[config.mk]
export PLATFORM = sky130hd
export DESIGN_NAME = nco_pwm_dac_flat
export DESIGN_NICKNAME = d
export VERILOG_FILES = /design/src/rtl/nco_pwm_dac_if.sv /design/src/rtl/nco_pwm_dac.sv /design/src/flat_wrapper.sv
export SDC_FILE = /design/constraint.sdc
export NUM_CORES = 1
export LEC_CHECK = 0
export BUFFER_PORTS_ARGS = -buffer_cell sky130_fd_sc_hd__buf_2
export CORE_MARGIN = 2
export CORE_UTILIZATION = 45
export CTS_BUF_LIST = sky130_fd_sc_hd__clkbuf_4
export CTS_CLUSTER_SIZE = 20
export DETAILED_ROUTE_END_ITERATION = 10
export PLACE_DENSITY = 0.67
export SLEW_MARGIN = 40
export SYNTH_ARGS = -nofsm -noshare
export SYNTH_HDL_FRONTEND = slang
export SYNTH_SLANG_ARGS = --single-unit
[constraint.sdc]
create_clock -name clk -period 8.1 [get_ports clk]
set_input_delay 1.62 -clock clk [delete_from_list [all_inputs] [get_ports clk]]
set_output_delay 1.62 -clock clk [all_outputs]
set_load 0.005 [all_outputs]
[src/rtl/nco_pwm_dac_if.sv]
// Control and output bundle for the NCO PWM / sigma-delta DAC.
// The master side drives the upstream controls and the DAC slave side drives the outputs.
interface nco_pwm_dac_if;
  logic       i_enable;
  logic [7:0] i_sample_in;
  logic       i_sample_valid;
  logic       i_mode;
  logic [3:0] i_prescale;
  logic       i_clear_flags;
  logic       o_pwm_out;
  logic       o_period_start;
  logic       o_overrun;

  modport master (
    output i_enable, i_sample_in, i_sample_valid, i_mode, i_prescale, i_clear_flags,
    input  o_pwm_out, o_period_start, o_overrun
  );

  modport slave (
    input  i_enable, i_sample_in, i_sample_valid, i_mode, i_prescale, i_clear_flags,
    output o_pwm_out, o_period_start, o_overrun
  );
endinterface

[src/rtl/nco_pwm_dac.sv]
// 1-bit DAC driven by a double-buffered 8-bit sample.
// It outputs either a 256-tick PWM frame or a first-order sigma-delta stream, and the tick rate is set by a prescaler.
module nco_pwm_dac (
  input  logic          clk,
  input  logic          rst_n,
  nco_pwm_dac_if.slave  bus
);

  logic [3:0] r_psc;
  logic [7:0] r_cnt;
  logic [7:0] r_acc;
  logic [7:0] r_hold;
  logic       r_hold_valid;
  logic [7:0] r_active;
  logic       r_mode_act;
  logic       r_pwm;
  logic       r_period_start;
  logic       r_overrun;

  logic       w_tick;
  logic       w_wrap;
  logic       w_load;
  logic       w_overrun_evt;
  logic [7:0] w_active_nxt;
  logic       w_mode_nxt;
  logic [7:0] w_duty;
  logic [7:0] w_cnt_nxt;
  logic [7:0] w_acc_base;
  logic [8:0] w_sum;

  assign w_tick        = bus.i_enable && (r_psc == bus.i_prescale);
  assign w_wrap        = w_tick && (r_cnt == 8'hFF);
  assign w_load        = bus.i_enable && bus.i_sample_valid;
  assign w_overrun_evt = w_load && r_hold_valid && !w_wrap;

  // The wrap tick already emits the first slot of the new frame, so it uses the incoming sample and mode.
  assign w_active_nxt  = (w_wrap && r_hold_valid) ? r_hold : r_active;
  assign w_mode_nxt    = w_wrap ? bus.i_mode : r_mode_act;
  assign w_duty        = w_active_nxt ^ 8'h80;
  assign w_cnt_nxt     = r_cnt + 8'd1;
  assign w_acc_base    = (w_wrap && (bus.i_mode != r_mode_act)) ? 8'h00 : r_acc;
  assign w_sum         = {1'b0, w_acc_base} + {1'b0, w_duty};

  always_ff @(posedge clk or negedge rst_n) begin
    if (!rst_n) begin
      r_psc          <= 4'd0;
      r_cnt          <= 8'd0;
      r_acc          <= 8'd0;
      r_hold         <= 8'd0;
      r_hold_valid   <= 1'b0;
      r_active       <= 8'h00;
      r_mode_act     <= 1'b0;
      r_pwm          <= 1'b0;
      r_period_start <= 1'b0;
      r_overrun      <= 1'b0;
    end else if (bus.i_enable) begin
      // Counts past a lowered prescale run on to 15 and wrap without ticking.
      r_psc          <= w_tick ? 4'd0 : r_psc + 4'd1;
      r_period_start <= w_wrap;

      if (w_load) begin
        r_hold       <= bus.i_sample_in;
        r_hold_valid <= 1'b1;
      end else if (w_wrap) begin
        r_hold_valid <= 1'b0;
      end

      if (w_overrun_evt)
        r_overrun <= 1'b1;
      else if (bus.i_clear_flags)
        r_overrun <= 1'b0;

      if (w_tick) begin
        r_cnt      <= w_cnt_nxt;
        r_active   <= w_active_nxt;
        r_mode_act <= w_mode_nxt;
        if (w_mode_nxt) begin
          r_acc <= w_sum[7:0];
          r_pwm <= w_sum[8];
        end else begin
          r_acc <= w_acc_base;
          r_pwm <= (w_cnt_nxt < w_duty);
        end
      end
    end
  end

  assign bus.o_pwm_out      = r_pwm;
  assign bus.o_period_start = r_period_start;
  assign bus.o_overrun      = r_overrun;

endmodule

[src/flat_wrapper.sv]
// flat-port wrapper written by rule: the top's interface ports become plain ports
module nco_pwm_dac_flat 
  (clk, rst_n, bus_i_enable, bus_i_sample_in, bus_i_sample_valid, bus_i_mode, bus_i_prescale, bus_i_clear_flags, bus_o_pwm_out, bus_o_period_start, bus_o_overrun);
  nco_pwm_dac_if bus_i ();
  input  logic clk;
  input  logic rst_n;
  input wire logic [$bits(bus_i.i_enable)-1:0] bus_i_enable;
  input wire logic [$bits(bus_i.i_sample_in)-1:0] bus_i_sample_in;
  input wire logic [$bits(bus_i.i_sample_valid)-1:0] bus_i_sample_valid;
  input wire logic [$bits(bus_i.i_mode)-1:0] bus_i_mode;
  input wire logic [$bits(bus_i.i_prescale)-1:0] bus_i_prescale;
  input wire logic [$bits(bus_i.i_clear_flags)-1:0] bus_i_clear_flags;
  output wire logic [$bits(bus_i.o_pwm_out)-1:0] bus_o_pwm_out;
  output wire logic [$bits(bus_i.o_period_start)-1:0] bus_o_period_start;
  output wire logic [$bits(bus_i.o_overrun)-1:0] bus_o_overrun;
  assign bus_i.i_enable = bus_i_enable;
  assign bus_i.i_sample_in = bus_i_sample_in;
  assign bus_i.i_sample_valid = bus_i_sample_valid;
  assign bus_i.i_mode = bus_i_mode;
  assign bus_i.i_prescale = bus_i_prescale;
  assign bus_i.i_clear_flags = bus_i_clear_flags;
  assign bus_o_pwm_out = bus_i.o_pwm_out;
  assign bus_o_period_start = bus_i.o_period_start;
  assign bus_o_overrun = bus_i.o_overrun;
  nco_pwm_dac u_core (.clk(clk), .rst_n(rst_n), .bus(bus_i));
endmodule
==> results by group, run 1 <==
Timing
  – Worst slew margin: 0.460
  – Worst-margin pin slew: 804 ps
  – Period utilization: 0.561
  – Fmax: 0.220 GHz
  – Final worst-path setup slack: between 3000 and 4000 ps
  – RSZ-0062 raised after global routing: false
  – Final Hold Viols: 0
  – TNS Setup: 0 ps
  – Slew Limit Fails: 0
  – Min Clock Period, post-route: between 4000 and 5000 ps
  – Clk_skew: 4.76 ps
  – Setup violators final: 0

Place
  – Worst slack, placed: around 3200 ps
  – Hpwl dp: a little under 4000 um
  – Final GP Congestion: between 0.8 and 0.9
  – IO buf count: 20

Floorplan
  – Die Span X: 78.9 um
  – Die H: between 70 and 80 um
  – Die ar.: around 6200 um^2
  – Top-Level Pins: 21
  – CORE AREA: between 5000 and 6000 um^2
  – Initial core utilization: 0.461
  – Num rows: 27

Routing
  – Drt drc: 0
  – Vias per Instance: between 5 and 6
  – Detailed-route via count: between 1.5k and 2k
  – Final Routed Wirelength: slightly above 5000 um
  – Wire per inst: about 15 um
  – Antenna Nets Post-Route: 0
  – First-pass iteration count of the detailed router: 4
  – Initial DRC Count: between 70 and 80

Logic synthesis
  – Synth cell types: 50
  – Synth Area in XOR/XNOR: 0.100
  – Top cell type's share of synthesized area: 0.406
  – Async SR Flop Fraction: 1.00
  – Share of the yosys chip area belonging to registers: 0.406
  – Main combinational cell family by area after synthesis: simple AND/OR/NAND/NOR gates
  – Cells after Synth: approximately 250
  – Yosys reg bits: 41
  – Mean Syn Cell Area: between 10 and 15 um^2
  – YS warnings: 0
  – Simple-Gate Fraction of Synth Area: 0.167
  – Mapped cell area: between 2000 and 3000 um^2
  – Count leader, synth: dfrtp_1
  – Top cells by area, synth: dfrtp_1 41%, mux2_2 8.0%, ha_1 5.9%, xnor2_1 5.9%, nand2_1 4.3%
  – Adder-cell share of the synthesized area: 0.0714
  – Most used DFF post-synth: dfrtp_1
  – Post-synthesis mux area share: 0.0991
  – Post-synth EDFFs: 0
  – Yosys top cell by area: dfrtp_1
  – Mapped Nets: between 200 and 300
  – Commonest cells in the netlist: 41 x dfrtp_1, 29 x nand2_1, 18 x mux2_2
  – Compound-cell area share of the yosys netlist: 0.120

Global routing
  – Total grt overflow: 0
  – Antenna violations before repair: 0
  – Vias in the first global route: approximately 1.8k
  – First-pass GRT wire length: 8540 um
  – Total track usage: 0.176
  – Largest net degree at the start of global routing: 42

Clock tree
  – Clock root buffer: clkbuf_4
  – Number of gates resized after CTS: 0
  – CTS buffer count: 5
  – Setup repair bufs after CTS: 0
  – Max Root-Sink Buffers: 2
  – CTS sink cnt: 41
  – H-Tree Depth: 2
  – Hold Buf Count CTS: 0
  – Worst skew pair latency: about 350 ps
  – CTS tree: yes
  – Reg clk slew, reported paths: 130 ps

Worst setup path
  – Crit path max fanout: 14
  – Reg2Reg Depth: 12
  – CP endpoint kind: register
  – FF-to-FF setup slack: 4450 ps
  – Crit path from: bus_i_prescale[3]
  – Critical path's top delay family: simple AND/OR/NAND/NOR gates
  – Crit path largest cell delay: ~510 ps
  – Data required, critical path: between 8000 and 9000 ps
  – Critical-path top delay cell: and2_1
  – Crit path DAT: 4790 ps
  – Critical path, cell by cell: buf_2, xnor2_1, and3_1, and2_1, nand3_1, nand2_1, inv_1, ha_1, or3b_1, a2111oi_2, nor2_1, mux2i_2, o311a_1
  – Worst Path Buf+Inv: 2
  – Kind of critical path: input pin to register
  – RR Endpoint: u_core.r_acc[5]$_DFFE_PN0P_
  – Startpoint type of the worst setup path: input pin
  – Critical R2R Launch: u_core.r_psc[0]$_DFFE_PN0P_

Hold path
  – Destination of the worst hold path: u_core.r_acc[3]$_DFFE_PN0P_
  – Hold/Removal Path Class: register to register
  – Hold path cells: 2
  – Worst Min Path Start: u_core.r_acc[3]$_DFFE_PN0P_

Final layout
  – Area growth from synthesis to layout: 10.5%
  – Reg area: slightly above 1000 um^2
  – Fill count: a little over 500
  – Area of the multi-input gates: 1410 um^2
  – Nets: approximately 300
  – Layout cells sized above 1: 0.232
  – N_diodes: 0

Power
  – Maximum VDD drop: 0.000132 V
  – Pleak: between 1 and 1.5 nW
  – Pwr/cell area: roughly 190 nW/um^2

Status
  – Outcome: completed

Job
  – # Max-Cap Violations: 0
==> worst max path at each step <==
stage / cells after the start / slack, ps / endpoint
3_5_place_dp: 13 / 3190 / u_core.r_acc[5]$_DFFE_PN0P_
5_1_grt: 14 / 3300 / u_core.r_acc[5]$_DFFE_PN0P_
2_1_floorplan: 12 / 3890 / u_core.r_acc[4]$_DFFE_PN0P_
3_3_place_gp: 13 / 3320 / u_core.r_acc[5]$_DFFE_PN0P_
4_1_cts: 13 / 3570 / u_core.r_acc[5]$_DFFE_PN0P_
6_report: 13 / 3560 / u_core.r_acc[5]$_DFFE_PN0P_
==> power breakdown <==
part | internal (mW) | switching (mW) | leakage, nW | total (mW)
combinational | 0.0526 | 0.0602 | 0.738 | 0.113
sequential | 0.230 | 0.0273 | 0.532 | 0.257
clock | 0.0972 | 0.0711 | 0.0558 | 0.168
==> placed cells by master (no fill, tap or decap), drive strengths merged, types with 3 or more instances in the layout <==
master  synthesis  final
a31oi           3      3
xnor2          18     18
a21oi           8      8
nor2           17     17
nand4           5      5
nor2b           5      5
dfrtp          41     41
inv            15     16
xor2           10     10
and2            5      5
o21ai          11     11
and3            3      3
nand2          29     29
nand3           9      9
ha             12     12
clkbuf          2      5
buf             3     20
o31ai           4      4
mux2           18     18
mux2i           4      4
==> stage by stage <==
step	hold slack, ps	power (mW)	utilization	cell area, um^2	cells
final	495	0.538	0.510	2790	343
after global placement	458	0.372	0.490	2680	335
after global routing	512	0.572	0.510	2790	343
after CTS	500	0.544	0.510	2790	343
after floorplan	442	0.345	-	2520	248
after detailed placement	471	0.376	0.490	2680	335
==> tightest hold or removal path, cell delays in order, from the launching register on <==
cell and delay (ps):
dfrtp_1 360, nand2_1 50, o21ai_0 60
==> flip-flops by register name, indices dropped and copies added, names as in the netlist <==
register and cells:
u_core.r_acc 8, u_core.r_active 8, u_core.r_cnt 8, u_core.r_hold 8, u_core.r_psc 4, u_core.bus.o_overrun 1, u_core.bus.o_period_start 1, u_core.bus.o_pwm_out 1
u_core.r_hold_valid 1, u_core.r_mode_act 1
==> area by class of cell <==
class                           instances  area share
Clock buffer                            5      0.0135
Clock inverter                          3      0.0247
Inverter                               15      0.0202
Multi-Input combinational cell        187       0.505
Sequential cell                        41       0.368
Tap cell                               72      0.0323
Timing Repair Buffer                   20      0.0368
==> logic make-up (layout without fill, tap and decap cells) <==
kind of cell    after synthesis  after routing
mux                          22             22
fa+ha+maj                    14             14
simple gates                 80             80
flops                        41             41
xor+xnor                     28             28
buf+inv                      20             43
compound gates               43             43
==> metal layers <==
metal | global-route usage | wire (um) | part of all wire | vias to the layer above
met5 | 0 | 0 | 0 | -
met4 | 0.0621 | 81 | 0.016 | 0
met3 | 0.0284 | 190 | 0.038 | 8
met2 | 0.284 | 2390 | 0.47 | 36
met1 | 0.242 | 2390 | 0.47 | 852
li1 | - | - | - | 915
Power figures use the tool's default switching activity.
==> run 2: changes to the inputs <==
- PLACE_DENSITY: 0.67 -> 0.69
- clock period: 8.1 -> 3.7 ns (I/O delays scaled with it)
==> run 2 against run 1 <==
Against the previous run: clock power is 42% higher; hold slack lost 170 ps; sequential cell count unchanged; via count is 4.9% higher; largest power group unchanged; die area did not move; sequential share of layout area decreased by 0.082 points; wire length is 3.7% higher; power increased by 99%; critical path depth down 1; critical path type is now register to register; clock skew up 1.6 ps.
==> results by group, run 2 (same netlist as run 1, synthesis figures left out) <==
Worst setup path
  – Data required, critical path: about 4000 ps
  – Critical path's top delay family: adder cells
  – Crit path max fanout: 5
  – Crit path from: u_core.r_cnt[0]$_DFFE_PN0P_
  – Crit path DAT: approximately 3600 ps
  – CP endpoint kind: register
  – Reg2Reg Depth: 12
  – Kind of critical path: register to register
  – FF-to-FF setup slack: about 330 ps
  – Crit path largest cell delay: about 470 ps
  – Critical-path top delay cell: fa_1
  – Startpoint type of the worst setup path: register
  – RR Endpoint: u_core.r_acc[4]$_DFFE_PN0P_
  – Critical path, cell by cell: ha_1, and4_4, and2_2, nand4_4, mux2_2, inv_1, fa_1, maj3_1, o21bai_2, xnor2_1, a21oi_1, a221o_1
  – Worst Path Buf+Inv: 1
  – Critical R2R Launch: u_core.r_cnt[0]$_DFFE_PN0P_

Job
  – # Max-Cap Violations: 0

Routing
  – Initial DRC Count: 54
  – Drt drc: 0
  – Final Routed Wirelength: around 5200 um
  – First-pass iteration count of the detailed router: 4
  – Antenna Nets Post-Route: 0
  – Detailed-route via count: about 1.9k
  – Wire per inst: roughly 15 um
  – Vias per Instance: approximately 5.4

Timing
  – Worst slew margin: 0.620
  – Clk_skew: about 6.4 ps
  – Slew Limit Fails: 0
  – Worst-margin pin slew: between 500 and 600 ps
  – Fmax: 0.297 GHz
  – Min Clock Period, post-route: 3370 ps
  – Fin Hold WS: ~330 ps
  – Period utilization: 0.910
  – Final Hold Viols: 0
  – TNS Setup: 0 ps
  – Setup violators final: 0
  – RSZ-0062 raised after global routing: false

Global routing
  – Total track usage: 0.192
  – Vias in the first global route: about 1.9k
  – Largest net degree at the start of global routing: 42
  – Antenna violations before repair: 0
  – Total grt overflow: 0
  – First-pass GRT wire length: a little over 9000 um

Final layout
  – Most common cell after layout, fill and taps aside: dfrtp_1
  – Area growth from synthesis to layout: 10.7%
  – N_diodes: 0
  – Reg area: 1030 um^2
  – Area of the multi-input gates: around 1400 um^2
  – Fill count: 529
  – Most frequent cells in the layout: 41 x dfrtp_1, 29 x nand2_1, 19 x buf_2
  – Final core area utilization: 0.511
  – Non-Filler Cell Area, Final: 2800 um^2
  – Layout cells sized above 1: 0.252
  – Nets: just over 300

Clock tree
  – H-Tree Depth: 2
  – Setup repair bufs after CTS: 0
  – Number of gates resized after CTS: 0
  – Hold Buf Count CTS: 0
  – Max Root-Sink Buffers: 2
  – Clock root buffer: clkbuf_4
  – Worst skew pair latency: between 300 and 400 ps
  – CTS buffer count: 5
  – CTS sink cnt: 41
  – Reg clk slew, reported paths: 130 ps
  – CTS tree: yes

Status
  – Outcome: completed

Floorplan
  – Die ar.: just over 6000 um^2
  – Top-Level Pins: 21
  – Die H: around 79 um
  – Die Span X: about 79 um
  – CORE AREA: 5470 um^2
  – Initial core utilization: 0.461
  – Num rows: 27

Power
  – Pleak: about 1.3 nW
  – Int Pwr: just over 0.7 mW
  – Pwr/cell area: about 380 nW/um^2
  – Clock power frac: 0.224
  – P_sw: roughly 0.36 mW
  – Sw frac: 0.336
  – Tot Pwr: 1.07 mW
  – Logic gate share of total power: 0.248
  – Seq pwr share: 0.528
  – Maximum VDD drop: about 0.00021 V

Place
  – Hpwl dp: ~4000 um
  – Final GP Congestion: roughly 0.9
  – IO buf count: 20
  – Post-place instance area: roughly 2700 um^2

Hold path
  – Hold/Removal Path Class: input pin to async pin
## run 2: changes by cell type in the layout (fill, tap and decap cells not counted), sizes merged
cell,delta
clkbuf,+1
buf,+7
inv,-1
clkinvlp,+2
bufinv,-2
## run 2: worst max path at each step
stage	slack [ps]	endpoint	cells past startpoint
after CTS	320	u_core.r_acc[4]$_DFFE_PN0P_	12
after global placement	160	u_core.r_acc[4]$_DFFE_PN0P_	12
final	330	u_core.r_acc[4]$_DFFE_PN0P_	12
after global routing	150	u_core.r_acc[4]$_DFFE_PN0P_	12
after floorplan	370	u_core.r_acc[4]$_DFFE_PN0P_	12
after detailed placement	100	u_core.r_acc[4]$_DFFE_PN0P_	12
## run 2: power groups by stage
stage	registers [mW]	clock network (mW)	logic (mW)
floorplan	0.558	0	0.197
global placement	0.569	0	0.253
detailed placement	0.573	0	0.268
CTS	0.564	0.248	0.270
global route	0.574	0.263	0.301
finish	0.564	0.239	0.265
## run 2: metrics by stage
| step | cells | worst slack [ps] |
|---|---|---|
| 2_1_floorplan | 248 | 372 |
| 3_3_place_gp | 342 | 157 |
| 3_5_place_dp | 342 | 96.9 |
| 4_1_cts | 350 | 318 |
| 5_1_grt | 350 | 150 |
| 6_report | 350 | 332 |
## run 2: final cells by class
| type | count | area share |
|---|---|---|
| Clock buffer | 6 | 0.0161 |
| Clock inverter | 2 | 0.00537 |
| Inverter | 15 | 0.0201 |
| Multi-Input combinational cell | 187 | 0.504 |
| Sequential cell | 41 | 0.367 |
| Tap cell | 72 | 0.0322 |
| Timing Repair Buffer | 27 | 0.0555 |
## run 2: metal layers
metal	track usage	wire length, um	up-vias	part of all wire
met5	0	0	-	0
li1	-	-	923	-
met1	0.258	2310	922	0.44
met4	0.0707	133	0	0.025
met3	0.0420	289	14	0.055
met2	0.308	2500	40	0.48
